**config.mk**
```make
export PLATFORM = sky130hd
export DESIGN_NAME = grf_scoreboard
export DESIGN_NICKNAME = d
export VERILOG_FILES = /design/src/rtl/grf_scoreboard.sv
export SDC_FILE = /design/constraint.sdc
export NUM_CORES = 2
export LEC_CHECK = 0
export CAP_MARGIN = 20
export CORE_ASPECT_RATIO = 1.4
export CORE_MARGIN = 3
export CORE_UTILIZATION = 62
export CTS_CLUSTER_DIAMETER = 60
export CTS_CLUSTER_SIZE = 30
export DETAILED_ROUTE_END_ITERATION = 12
export PLACE_DENSITY = 0.77
export SKIP_CTS_REPAIR_TIMING = 1
export SLEW_MARGIN = 20
export SYNTH_ARGS = -nofsm -noshare
export SYNTH_HDL_FRONTEND = slang
export SYNTH_SLANG_ARGS = --single-unit
```
**constraint.sdc**
```tcl
create_clock -name clk -period 4 [get_ports clk]
set_input_delay 0.8 -clock clk [delete_from_list [all_inputs] [get_ports clk]]
set_output_delay 0.8 -clock clk [all_outputs]
set_load 0.005 [all_outputs]
```
**src/rtl/grf_scoreboard.sv**
```systemverilog
// General register file with write-to-read bypass, per-register pending-write
// counters for hazard detection, and a registered one-cycle write-trace port.
module grf_scoreboard #(
  parameter int DATA_W = 32,
  parameter int ADDR_W = 5,
  parameter int BYPASS = 1,
  parameter int PEND_W = 2
) (
  input  logic              clk,
  input  logic              reset,
  input  logic [ADDR_W-1:0] rd_addr1,
  input  logic [ADDR_W-1:0] rd_addr2,
  output logic [DATA_W-1:0] rd_data1,
  output logic [DATA_W-1:0] rd_data2,
  output logic              rd_busy1,
  output logic              rd_busy2,
  input  logic              we,
  input  logic [ADDR_W-1:0] wr_addr,
  input  logic [DATA_W-1:0] wr_data,
  input  logic [31:0]       wr_pc,
  input  logic              rsv,
  input  logic [ADDR_W-1:0] rsv_addr,
  output logic              trace_valid,
  output logic [31:0]       trace_pc,
  output logic [ADDR_W-1:0] trace_addr,
  output logic [DATA_W-1:0] trace_data,
  output logic              ovf_err
);

  localparam int DEPTH = 2 ** ADDR_W;
  localparam logic [PEND_W-1:0] CNT_MAX = '1;
  localparam logic [PEND_W-1:0] CNT_ONE = PEND_W'(1);

  logic [DATA_W-1:0] regs_q [DEPTH];
  logic [DATA_W-1:0] regs_d [DEPTH];
  logic [PEND_W-1:0] cnt_q  [DEPTH];
  logic [PEND_W-1:0] cnt_d  [DEPTH];

  logic              trace_valid_q, trace_valid_d;
  logic [31:0]       trace_pc_q, trace_pc_d;
  logic [ADDR_W-1:0] trace_addr_q, trace_addr_d;
  logic [DATA_W-1:0] trace_data_q, trace_data_d;
  logic              ovf_q, ovf_d;

  logic rsv_hit;
  logic wr_dec;

  always_comb begin
    regs_d = regs_q;
    cnt_d  = cnt_q;
    ovf_d  = ovf_q;

    rsv_hit = rsv && (rsv_addr != '0);
    wr_dec  = we && (wr_addr != '0) && (cnt_q[wr_addr] != '0);

    if (we && (wr_addr != '0)) begin
      regs_d[wr_addr] = wr_data;
    end

    // A reservation and a retiring write to the same register cancel out;
    // this also keeps a saturated counter from raising a false overflow.
    if (!(rsv_hit && wr_dec && (rsv_addr == wr_addr))) begin
      if (rsv_hit) begin
        if (cnt_q[rsv_addr] == CNT_MAX) begin
          ovf_d = 1'b1;
        end else begin
          cnt_d[rsv_addr] = cnt_q[rsv_addr] + CNT_ONE;
        end
      end
      if (wr_dec) begin
        cnt_d[wr_addr] = cnt_q[wr_addr] - CNT_ONE;
      end
    end
  end

  always_comb begin
    trace_valid_d = we;
    trace_pc_d    = trace_pc_q;
    trace_addr_d  = trace_addr_q;
    trace_data_d  = trace_data_q;
    if (we) begin
      trace_pc_d   = wr_pc;
      trace_addr_d = wr_addr;
      trace_data_d = wr_data;
    end
  end

  always_ff @(posedge clk or negedge reset) begin
    if (!reset) begin
      for (int i = 0; i < DEPTH; i++) begin
        regs_q[i] <= '0;
        cnt_q[i]  <= '0;
      end
      trace_valid_q <= 1'b0;
      trace_pc_q    <= '0;
      trace_addr_q  <= '0;
      trace_data_q  <= '0;
      ovf_q         <= 1'b0;
    end else begin
      regs_q        <= regs_d;
      cnt_q         <= cnt_d;
      trace_valid_q <= trace_valid_d;
      trace_pc_q    <= trace_pc_d;
      trace_addr_q  <= trace_addr_d;
      trace_data_q  <= trace_data_d;
      ovf_q         <= ovf_d;
    end
  end

  // Busy deliberately ignores a same-cycle write; it drops on the next cycle.
  always_comb begin
    rd_data1 = '0;
    rd_data2 = '0;
    if (rd_addr1 != '0) begin
      if ((BYPASS != 0) && we && (wr_addr == rd_addr1)) rd_data1 = wr_data;
      else                                              rd_data1 = regs_q[rd_addr1];
    end
    if (rd_addr2 != '0) begin
      if ((BYPASS != 0) && we && (wr_addr == rd_addr2)) rd_data2 = wr_data;
      else                                              rd_data2 = regs_q[rd_addr2];
    end
    rd_busy1 = (rd_addr1 != '0) && (cnt_q[rd_addr1] != '0);
    rd_busy2 = (rd_addr2 != '0) && (cnt_q[rd_addr2] != '0);
  end

  assign trace_valid = trace_valid_q;
  assign trace_pc    = trace_pc_q;
  assign trace_addr  = trace_addr_q;
  assign trace_data  = trace_data_q;
  assign ovf_err     = ovf_q;

endmodule

```
* After elaboration in Yosys (flattened, before gate mapping) *
Cells that the tools add are included.
W data, S select, Z words.

cells by class
  add/sub/neg operators = 2
  $lt $le $gt $ge = 6
  eq/ne operators = 4
  mux-type cells = 35
  bitwise operators = 5
  reductions and logical operators = 19

operator list
  operator               number
  $bwmux W1024           1
  $bmux W32 S5           2
  $mux W32               9
  $mux W64               4
  $demux W32 S5          1
  $bwmux W64             2
  $bmux W2 S5            4
  $ge A6 B6 Y1 const B   4
  $not A5 Y6             4
  $demux W2 S5           2
  $mux W2                10
  $reduce_bool A5 Y1     4
  $eq A5 B5 Y1           3
  $lt A6 B1 Y1 const B   2
  $logic_and A1 B1 Y1    11
  $reduce_bool A2 Y1     3
  $reduce_and A3 Y1      1
  $add A2 B1 Y2 const B  1
  $eq A2 B2 Y1 const B   1
  $sub A2 B1 Y2 const B  1
  $not A1 Y1             1

storage, ports and cells
  bits in registers = 1159
  bits of input ports = 88
  output and inout bits = 137
  word-level logic and storage cells = 140

* Longest topological paths before layout *
  depth after elaboration = 11
  depth in mapped cells = 16
  mapped depth without buffers = 12

* Worst setup path after synthesis *
No wires, ideal clock.

  kind = input-to-reg
  start point = input port rsv_addr[0]
  end point = register cnt_q[43] (netlist name)
  setup time = 0.083 ns
  data arrival time = 4.130 ns
  data required time = 3.917 ns
  setup slack = -0.212 ns
  stages on the path = 13
  path buffers = 4
  cell sequence = buf_6 > buf_4 > buf_2 > mux4_2 > mux4_2 > mux2_2 > ha_1 > or3b_2 > clkbuf_1 > nor2_1 > nand2_1 > mux2_2 > o21ai_0

on the way
  cells in the longest elaborated chain, start to end = 11
  elaborated cells between the ends (all ways) = 22
  classes of those cells = add/sub (1); order compare (2); eq/ne (2); mux (11); bitwise (1); reduce/logical (5)

ends and longest elaborated chain
  element                                                                      line    text
  start: declaration                                                           22      input logic [ADDR_W-1:0] rsv_addr,
  $not A5 Y6 (not written as such)                                             64, 67
  $bmux W2 S5 (tied with other cells)                                          64, 67
  $mux W2 (not written as such) / $logic_and A1 B1 Y1 (equally long branches)  64, 67
  $mux W2, on equally long branches                                            64, 67
  $add A2 B1 Y2 / $demux W2 S5 (equally long branches)                         67      cnt_d[rsv_addr] = cnt_q[rsv_addr] + CNT_ONE;
  $bwmux W64                                                                   67
  $mux W64                                                                     64      if (cnt_q[rsv_addr] == CNT_MAX) begin
  $mux W64                                                                     63      if (rsv_hit) begin
  $mux W64                                                                     62      if (!(rsv_hit && wr_dec && (rsv_addr == wr_addr))) begin
  $bwmux W64                                                                   71      cnt_d[wr_addr] = cnt_q[wr_addr] - CNT_ONE;
  $mux W64                                                                     70      if (wr_dec) begin
  end signal: assignment                                                       101     cnt_q <= cnt_d;
  end: declaration                                                             36      logic [PEND_W-1:0] cnt_q [DEPTH];

Parallel ways exist; a longest one is shown, timed or not. The select of a mux whose other input is x is not followed.
A chain may end at the register's enable or synchronous reset.

* Worst setup path after layout *
  start point = input port wr_addr[2]
  end point = output port rd_data1[27]

on the way
  cells in the longest elaborated chain, start to end = 4

ends and longest elaborated chain
  element              line  text
  start: declaration   18    input logic [ADDR_W-1:0] wr_addr,
  $eq A5 B5 Y1         115   if ((BYPASS != 0) && we && (wr_addr == rd_addr1)) rd_data1 = wr_data;
  $logic_and A1 B1 Y1  115
  $mux W32             115
  $mux W32             114   if (rd_addr1 != '0) begin
  end: declaration     13    output logic [DATA_W-1:0] rd_data1,

No other way between the ends.

==> results by group <==
Status
  • Status: finished with violations
  • Failing checks: setup timing

Die
  • # rows: 137
  • Initial Util: 62.92%
  • Core box area: 0.1003 mm2
  • IO Pins: 225
  • Width of the die: 275.6 um
  • Height of the die: 383.5 um
  • Die Area: 0.1057 mm2

Cells and area
  • Commonest cells after routing, fill and taps aside: dfrtp_1 (1,158), mux2_2 (987), mux4_2 (587)
  • Fin nets: 4,874
  • Share of layout cells above drive strength 1: 47.17%
  • Fin util: 73.00%
  • Most common cell after layout, fill and taps aside: dfrtp_1
  • Layout fillers: 6,349
  • Register Area: 0.02900 mm2
  • Footprint of the multi-input gates: 0.03228 mm2
  • Layout Area Growth over Synthesis: 16.01%

Clocking
  • CTS tree: built
  • Clock Latency Late Sink: 0.69 ns
  • Cts bufs inserted: 69
  • CTS max path bufs: 3
  • Root buffer cell: clkbuf_16
  • H-tree Lvls: 3
  • Clk sinks: 1,159
  • Worst-path clk slew: 0.11 ns

Global routing
  • First-pass GRT wire length: 296.4 mm
  • Initial antenna violation count: 2
  • Vias in the first global route: 46,150
  • GRT Util Overall: 38.02%
  • Overflow after GRT: 0
  • Largest net degree at the start of global routing: 137

Route
  • Met2 WL post-DR: 96.90 mm
  • Drt drc: 0
  • Final ANT Viol Nets: 0
  • Metal-1 WL: 71.52 mm
  • Drt wl/cell: 32.51 um
  • Vias per inst: 7.236
  • Post-Route WL: 200.3 mm
  • DR pass1 iterations: 7
  • Uppermost routed layer: met5
  • Initial DRC Count: 5,007
  • Met3 WL: 18.35 mm
  • Vias: 44,590

Logic synthesis
  • Yosys reg bits: 1,159
  • Main synth FF type: dfrtp_1
  • FFs w/ async S/R, synth: 100.0%
  • Yosys top cell area share: 45.96%
  • Synthesized area per cell: 13.96 um2
  • Count of cell types in the netlist: 67
  • EDFF count, synth: 0
  • Sequential fraction of the synthesis area: 45.96%
  • Top cells by area, synth: dfrtp_1 (46%), mux4_2 (21%), mux2_2 (18%)
  • Yosys top cell by area: dfrtp_1
  • Synth warn: 0
  • Synth Cell Area: 0.06310 mm2
  • Cells after synthesis: 4,520
  • Post-Syn Nets: 4,610

Worst setup path
  • CP dominant cell by count: buf_4
  • Startpoint types: input port
  • Worst Path Arrival: 3.22 ns
  • Crit-path cells: clkdlybuf4s50_1 -> buf_6 -> xor2_1 -> nor4_2 -> nand3_2 -> nand2b_4 -> buf_8 -> buf_12 -> buf_4 -> buf_4 -> a21oi_1 -> a211o_1 -> dlymetal6s2s_1
  • Worst Path Required: 3.20 ns
  • WP buf/inv: 7
  • Crit-path slowest cell: clkdlybuf4s50_1
  • Crit path max fanout: 12
  • Delay of the slowest critical-path stage: 0.42 ns
  • CP delay by family, top: buffers and inverters
  • CP Capture Type: primary output
  • CP Class: in -> out

Placed design
  • Post-DP HPWL: 127.3 mm
  • Routability cong.: 0.9897
  • Pre-CTS setup slack: -0.3756 ns
  • I/O Buffers: 224

Power
  • Combinational power share: 26.4%
  • Power Total: 33.57 mW
  • Net Sw Frac: 30.76%
  • Cell leakage power: 32.22 nW
  • Register share of total power: 47.7%
  • Peak VDD IR: 0.4919 mV
  • P per Cell Area: 458.7 mW/mm2
  • Internal power: 23.25 mW
  • Psw: 10.33 mW
  • Clock power frac: 25.9%

Timing
  • Max_slew headroom: 26.11%
  • Final Cycle Share: 100.6%
  • PnR worst setup slack: -0.02305 ns
  • Setup violators final: 2
  • RSZ-0062 raised after global routing: yes
  • Clock skew: 0.02942 ns
  • Worst-Margin Slew: 1.108 ns
  • Final Hold Violating Endpoints: 0
  • Final Slew Violations: 0
  • Post-layout min period: 4.023 ns
  • Achievable Freq: 248.6 MHz

Min path
  • Hold WC Path Type: in -> async

Flow run
  • Number of max-cap violations: 0
[cell usage after synthesis (3+ instances only)]
library cell / number
a211oi_1: 30
buf_1: 22
a211o_1: 3
a221o_1: 6
a22o_1: 26
mux2_2: 987
nand3b_1: 3
nand2_1: 328
xor2_1: 8
o221ai_1: 4
o21ai_0: 123
and2_1: 6
nand3_1: 21
a21oi_1: 73
nor2b_1: 28
mux2i_1: 154
a31oi_1: 7
dfrtp_1: 1159
nand4_1: 3
nor3_1: 41
and4_1: 4
clkbuf_1: 324
nor4_1: 27
buf_6: 5
nand2b_1: 11
or2_2: 7
a211oi_2: 13
a221oi_1: 48
xnor2_1: 7
and3_1: 19
o22ai_1: 58
or3_1: 5
a22oi_1: 11
inv_1: 22
buf_2: 119
buf_4: 25
mux4_2: 587
nor2_1: 155
a221oi_2: 4
[worst register-to-register path: cells and delay by family (launching register included)]
family	cells	cell delay [ns]
multiplexers	3	1.27
AND/OR/NAND/NOR	2	0.63
flip-flops	1	0.49
AO/OA/AOI/OAI	2	0.42
adder cells (fa/ha/maj)	1	0.21
buffers and inverters	1	0.21
[stage by stage]
step | cells | instance area [um2] | TNS (ns) | hold WS [ns]
5_1_grt | 6160 | 73200 | -0.2176 | 0.06437
3_5_place_dp | 5990 | 69640 | -29.31 | 0.3833
3_3_place_gp | 5990 | 69640 | -26.18 | 0.3767
6_report | 6162 | 73200 | -0.04346 | 0.03633
4_1_cts | 6117 | 72240 | -16.19 | 0.04927
2_1_floorplan | 4520 | 63110 | 0 | 0.4413
[power groups by stage]
stage / Clock, mW / Combinational [mW] / Sequential (mW)
floorplan: 0 / 6.01 / 15.4
global placement: 0 / 8.46 / 16.0
detailed placement: 0 / 8.67 / 16.1
CTS: 8.78 / 8.73 / 15.9
global route: 9.21 / 9.40 / 16.3
finish: 8.69 / 8.86 / 16.0
[final timing paths]
check,from,endpoint,slack [ns],cells after the start
setup / recovery,wr_addr[2],rd_data1[27],-0.02,13
min in group clk,regs_q[1002],regs_q[1002],0.41,0
max in group asynchronous,reset,cnt_q[0],2.69,2
hold reg to reg,regs_q[1002],regs_q[1002],0.41,0
hold / removal,reset,regs_q[924],0.04,1
setup reg to reg,cnt_q[29],cnt_q[3],0.65,9
[cell type report]
| cell class | instances | share of cell area (%) |
|---|---|---|
| repair buffers | 688 | 10.35 |
| inverters | 23 | 0.1214 |
| clock buffers | 74 | 2.412 |
| multi-input cells | 2843 | 44.10 |
| flip-flops and latches | 1159 | 39.62 |
| well taps | 1320 | 2.256 |
| diodes | 2 | 0.006837 |
| clock inverters | 53 | 1.133 |
[cell families after synthesis]
| family | after synthesis | synth area share [%] |
|---|---|---|
| AND/OR/NAND/NOR | 671 | 4.709 |
| AO/OA/AOI/OAI | 427 | 4.545 |
| multiplexers | 1728 | 41.01 |
| flip-flops | 1159 | 45.96 |
| XOR/XNOR | 15 | 0.2082 |
| buffers and inverters | 518 | 3.526 |
| adder cells (fa/ha/maj) | 2 | 0.03965 |
[registers in the layout, indices dropped and copies added (netlist names)]
signal and flops:
trace_addr 5, trace_data 32, ovf_err 1, regs_q 1024, cnt_q 64, trace_pc 32
trace_valid 1
[per-layer routing]
metal	track usage [%]	vias up
li1	-	17730
met2	60.32	2650
met4	22.63	2
met1	49.27	23500
met5	0	-
met3	6.997	711
No activity file was read; power rests on OpenSTA's default activity.
